===== src/rtl/uart_tx_queue.sv =====
`default_nettype none
// ============================================================================
// Module      : uart_tx_queue
// Description : Circular byte FIFO feeding a UART transmitter, launching one
//               frame at a time via a start pulse and tracking busy/done.
// Revision    : 1.0 - initial release
// ============================================================================
module uart_tx_queue #(
    parameter int BITWIDTH  = 8,
    parameter int DEPTH     = 16,
    parameter int ADDRWIDTH = 4
) (
    input  logic                 clk,
    input  logic                 rst,
    input  logic                 en,
    input  logic                 wrEn,
    input  logic [BITWIDTH-1:0]  wrData,
    output logic                 full,
    output logic                 empty,
    output logic [ADDRWIDTH:0]   count,
    output logic                 overflow,
    output logic                 TXstart,
    output logic [BITWIDTH-1:0]  TXdata,
    input  logic                 TXbusy,
    input  logic                 TXdone
);

    typedef enum logic [1:0] {
        S_IDLE      = 2'd0,
        S_START     = 2'd1,
        S_WAIT_ACK  = 2'd2,
        S_WAIT_DONE = 2'd3
    } state_t;

    localparam logic [ADDRWIDTH:0]   C_DEPTH   = (ADDRWIDTH+1)'(DEPTH);
    localparam logic [ADDRWIDTH:0]   C_CNT_ONE = (ADDRWIDTH+1)'(1);
    localparam logic [ADDRWIDTH-1:0] C_PTR_ONE = ADDRWIDTH'(1);

    logic [BITWIDTH-1:0]  mem_q [DEPTH];
    logic [ADDRWIDTH-1:0] wr_ptr_q, wr_ptr_d;
    logic [ADDRWIDTH-1:0] rd_ptr_q, rd_ptr_d;
    logic [ADDRWIDTH:0]   count_q,  count_d;
    logic                 overflow_q, overflow_d;
    state_t               state_q;
    logic                 txstart_q;
    logic [BITWIDTH-1:0]  txdata_q;

    logic w_full;
    logic w_empty;
    logic w_pop;
    logic w_push;
    logic w_drop;

    assign w_full  = (count_q == C_DEPTH);
    assign w_empty = (count_q == '0);

    // A pop frees a slot in the same cycle, so a write to a full queue still lands.
    assign w_pop  = (state_q == S_IDLE) && en && !w_empty && !TXbusy;
    assign w_push = wrEn && (!w_full || w_pop);
    assign w_drop = wrEn && w_full && !w_pop;

    always_comb begin
        wr_ptr_d   = wr_ptr_q;
        rd_ptr_d   = rd_ptr_q;
        count_d    = count_q;
        overflow_d = overflow_q;
        if (w_push) begin
            wr_ptr_d = wr_ptr_q + C_PTR_ONE;
        end
        if (w_pop) begin
            rd_ptr_d = rd_ptr_q + C_PTR_ONE;
        end
        if (w_push && !w_pop) begin
            count_d = count_q + C_CNT_ONE;
        end else if (w_pop && !w_push) begin
            count_d = count_q - C_CNT_ONE;
        end
        if (w_drop) begin
            overflow_d = 1'b1;
        end
    end

    always_ff @(posedge clk) begin
        if (rst) begin
            wr_ptr_q   <= '0;
            rd_ptr_q   <= '0;
            count_q    <= '0;
            overflow_q <= 1'b0;
        end else begin
            wr_ptr_q   <= wr_ptr_d;
            rd_ptr_q   <= rd_ptr_d;
            count_q    <= count_d;
            overflow_q <= overflow_d;
        end
    end

    always_ff @(posedge clk) begin
        if (w_push) begin
            mem_q[wr_ptr_q] <= wrData;
        end
    end

    // TXstart is registered alongside the IDLE->START transition so it is high
    // for exactly the cycle spent in START.
    always_ff @(posedge clk) begin
        if (rst) begin
            state_q   <= S_IDLE;
            txstart_q <= 1'b0;
            txdata_q  <= '0;
        end else begin
            txstart_q <= 1'b0;
            case (state_q)
                S_IDLE: begin
                    if (w_pop) begin
                        state_q   <= S_START;
                        txstart_q <= 1'b1;
                        txdata_q  <= mem_q[rd_ptr_q];
                    end
                end
                S_START: begin
                    state_q <= S_WAIT_ACK;
                end
                S_WAIT_ACK: begin
                    if (TXdone) begin
                        state_q <= S_IDLE;
                    end else if (TXbusy) begin
                        state_q <= S_WAIT_DONE;
                    end
                end
                S_WAIT_DONE: begin
                    if (TXdone || !TXbusy) begin
                        state_q <= S_IDLE;
                    end
                end
                default: begin
                    state_q <= S_IDLE;
                end
            endcase
        end
    end

    assign full     = w_full;
    assign empty    = w_empty;
    assign count    = count_q;
    assign overflow = overflow_q;
    assign TXstart  = txstart_q;
    assign TXdata   = txdata_q;

endmodule
`default_nettype wire


===== config.mk =====
export PLATFORM = sky130hd
export DESIGN_NAME = uart_tx_queue
export DESIGN_NICKNAME = d
export VERILOG_FILES = /design/src/rtl/uart_tx_queue.sv
export SDC_FILE = /design/constraint.sdc
export NUM_CORES = 1
export LEC_CHECK = 0
export CAP_MARGIN = 20
export CORE_MARGIN = 2
export CORE_UTILIZATION = 45
export CTS_BUF_LIST = sky130_fd_sc_hd__clkbuf_4 sky130_fd_sc_hd__clkbuf_8 sky130_fd_sc_hd__clkbuf_16
export CTS_CLUSTER_SIZE = 30
export DETAILED_ROUTE_END_ITERATION = 10
export SYNTH_ARGS = -nofsm -noshare
export SYNTH_HDL_FRONTEND = slang
export SYNTH_SLANG_ARGS = --single-unit

===== constraint.sdc =====
create_clock -name clk -period 7.1 [get_ports clk]
set_input_delay 1.42 -clock clk [delete_from_list [all_inputs] [get_ports clk]]
set_output_delay 1.42 -clock clk [all_outputs]
set_load 0.03 [all_outputs]

==> results.toml <==
[pwr]
leakage_uw = 0.00227
switching_share = 0.264
seqPwrFrac = 0.451
peakVddDrop_mv = 0.162
power.internal_uw = 1750
clkPwrFrac = 0.378
power.switching_uw = 627
power_frac_comb = 0.171
power_density_nw_per_um2 = 329

[timing]
slew_violations = 0
setup_tns_ps = 0
finalClockSkew_ps = 7.41
slew_headroom = 0.443
rsz0062_at_grt = "no"
max_freq_ghz = 0.219
worst_pin_slew_ps = 832
fin_crit_sh = 0.644
finalWorstSetupSlack_ps = 2520
min_period_ps = 4580
final-hold-violation-count = 0
setup_viol = 0

[run_status]
status = "complete, no violations"

[floorplanning]
start_util = 0.462
core-area_sq_um = 13300
ios = 31
die_h_um = 121
rows = 42
dieArea_sq_um = 14600
die_w_um = 121

[cells_and_area]
finalNetCount = 458
multiInputGateArea_sq_um = 1660
drive_above_1_share = 0.103
antenna-diode-count = 0
seqCellArea_sq_um = 4350
fillers = 1111
layout.cells.non_filler = 623
area.growth.synth_to_final_pct = 17.5

[synthesis]
syn_inst = 404
syn_nets = 428
synth_seq_cells = 153
synth_area_leader_cell = "edfxtp_1"
seq_area_frac_synth = 0.707
synthDistinctLibCells = 39
synth_edf_count = 128
synth_warnings = 0
synth-main-ff-cell = "edfxtp_1"
ys_async_sr_fraction = 0
synth_top_area_share = 0.626
postSynthAreaPerCell_sq_um = 15.2
yosysMostFrequentCell = "edfxtp_1"
ys_top_cells_by_count = "edfxtp_1, mux2i_1, nor2_1"
syn_area_sq_um = 6140
yosys-top-cells-area = "edfxtp_1, mux2i_1, dfxtp_1"

[cts]
tritoncts = "yes"
numCtsBuffers = 17
htreeDepth = 4
hold_buffers = 0
clockRootBuffer = "clkbuf_16"
cts_resized = 0
path_clk_slew_ps = 60
clock_sinks = 153
cts_setup_buffers = 0
clock_latency_ps = 410
clock_path_buffers = 2

[worst_setup_path]
crit_fanout = 20
crit_family = "compound AO/OA/AOI/OAI gates"
critical-path-slowest-cell = "o21a_1"
worstSetupEndpointType = "flip-flop"
r2r_slack_ps = 3590
crit_arrival_ps = 4880
cp-start-kind = "input port"
reg2reg_depth = 10
path_class = "in -> reg"
path_cells = "clkdlybuf4s50_1 -> nor4b_2 -> o21a_1 -> inv_1 -> ha_1 -> inv_1 -> ha_1 -> a21o_1 -> a21oi_1 -> mux2i_1 -> mux2_2"
cp.required_ps = 7400
cp.depth = 11
path_buf_inv = 3
slowest_delay_ps = 690

[route]
viasPerCell = 5.39
wl_met2_um = 6280
top_layer_used = "met4"
wl_met3_um = 741
wl_um = 12800
firstDrtPassIters = 4
vias = 3355
drc = 0
wl_met1_um = 5670
antenna_left = 0
wl_per_cell_um = 20.6
drt_iter0_drc = 248

[place]
io_buffers = 30
hpwlAfterDp_um = 8240
gp_congestion = 0.780
dp_slack_ps = 2080
dpl.cell_count = 588

[grt]
antenna_found_initial = 0
track_usage = 0.193
overflow = 0
grt_first_pass_wirelength_um = 20100
grt_max_degree = 67
grt_pass1_vias = 3400

[hold_path]
hold_depth = 2
hp-class = "reg -> reg"

[run]
drv_cap = 0
-- power groups by stage --
stage,clock network [uW],logic (uW),registers [uW]
floorplan,0,235,1120
global placement,0,394,1090
detailed placement,0,408,1090
CTS,912,409,1070
global route,954,445,1080
finish,897,407,1070
-- layout make-up --
cell class,count,share of cell area
flip-flops and latches,153,0.603
multi-input cells,219,0.229
clock buffers,19,0.0610
repair buffers,36,0.0513
well taps,176,0.0305
clock inverters,13,0.0213
inverters,7,0.00364
-- state kept, by name, indices dropped and copies added, names as in the netlist --
name and count:
count 5, TXstart 1, mem_q 128, state_q 2
TXdata 8, wr_ptr_q 4, overflow 1, rd_ptr_q 4
-- through the flow --
stage / total power (uW) / util / hold WS [ps] / area (sq um)
2_1_floorplan: 1360 / - / 481 / 6140
3_3_place_gp: 1480 / 0.494 / 462 / 6570
3_5_place_dp: 1500 / 0.494 / 466 / 6570
4_1_cts: 2390 / 0.539 / 481 / 7170
5_1_grt: 2470 / 0.543 / 518 / 7210
6_report: 2370 / 0.543 / 476 / 7210
-- cells by family after synthesis --
| group | synth area share |
|---|---|
| buffers and inverters | 0.0230 |
| DFF | 0.707 |
| AOI/OAI and AO/OA | 0.0609 |
| and+or+nand+nor | 0.0621 |
| xor gates and xnor gates | 0.0114 |
| adders and majority gates | 0.0216 |
| muxes | 0.113 |
-- worst reg2reg max path, delay by kind of cell, from the launching register on --
| kind | cells | cell delay [ps] |
|---|---|---|
| AO/OA/AOI/OAI | 3 | 1030 |
| AND/OR/NAND/NOR | 1 | 600 |
| multiplexers | 2 | 550 |
| adder cells (fa/ha/maj) | 2 | 540 |
| flip-flops | 1 | 340 |
| buffers and inverters | 2 | 340 |
-- metal layers --
layer	vias to the layer above	track usage
li1	1612	-
met1	1657	0.261
met2	74	0.304
met3	12	0.0575
met4	0	0.0552
met5	-	0
-- worst paths after layout --
| kind | startpoint | to |
|---|---|---|
| worst min-delay path | overflow$_SDFFE_PP0P_ | overflow$_SDFFE_PP0P_ |
| worst max-delay path | TXbusy | count[4]$_SDFFE_PP0P_ |
| worst min register to register | overflow$_SDFFE_PP0P_ | overflow$_SDFFE_PP0P_ |
| worst max register to register | state_q[1]$_SDFFE_PP0P_ | count[4]$_SDFFE_PP0P_ |
-- cell usage in the layout, fill, tap and decap left out, types with 3 or more instances in the layout --
cell | synthesis | routed
dfxtp_1 | 25 | 24
a21oi_1 | 5 | 5
nand3b_1 | 4 | 4
ha_1 | 9 | 9
inv_1 | 7 | 7
a211oi_1 | 9 | 9
nor2_1 | 41 | 41
mux2i_1 | 67 | 67
clkdlybuf4s50_1 | 0 | 30
o22ai_1 | 32 | 32
nor3_1 | 5 | 5
nand2_1 | 6 | 6
buf_4 | 0 | 3
xor2_1 | 5 | 5
nor4_1 | 8 | 8
clkbuf_16 | 0 | 17
clkinv_2 | 0 | 3
or3b_2 | 3 | 3
clkinv_4 | 0 | 3
edfxtp_1 | 128 | 128
bufinv_16 | 0 | 3
xnor2_1 | 3 | 3
No activity file was read; power rests on OpenSTA's default activity.
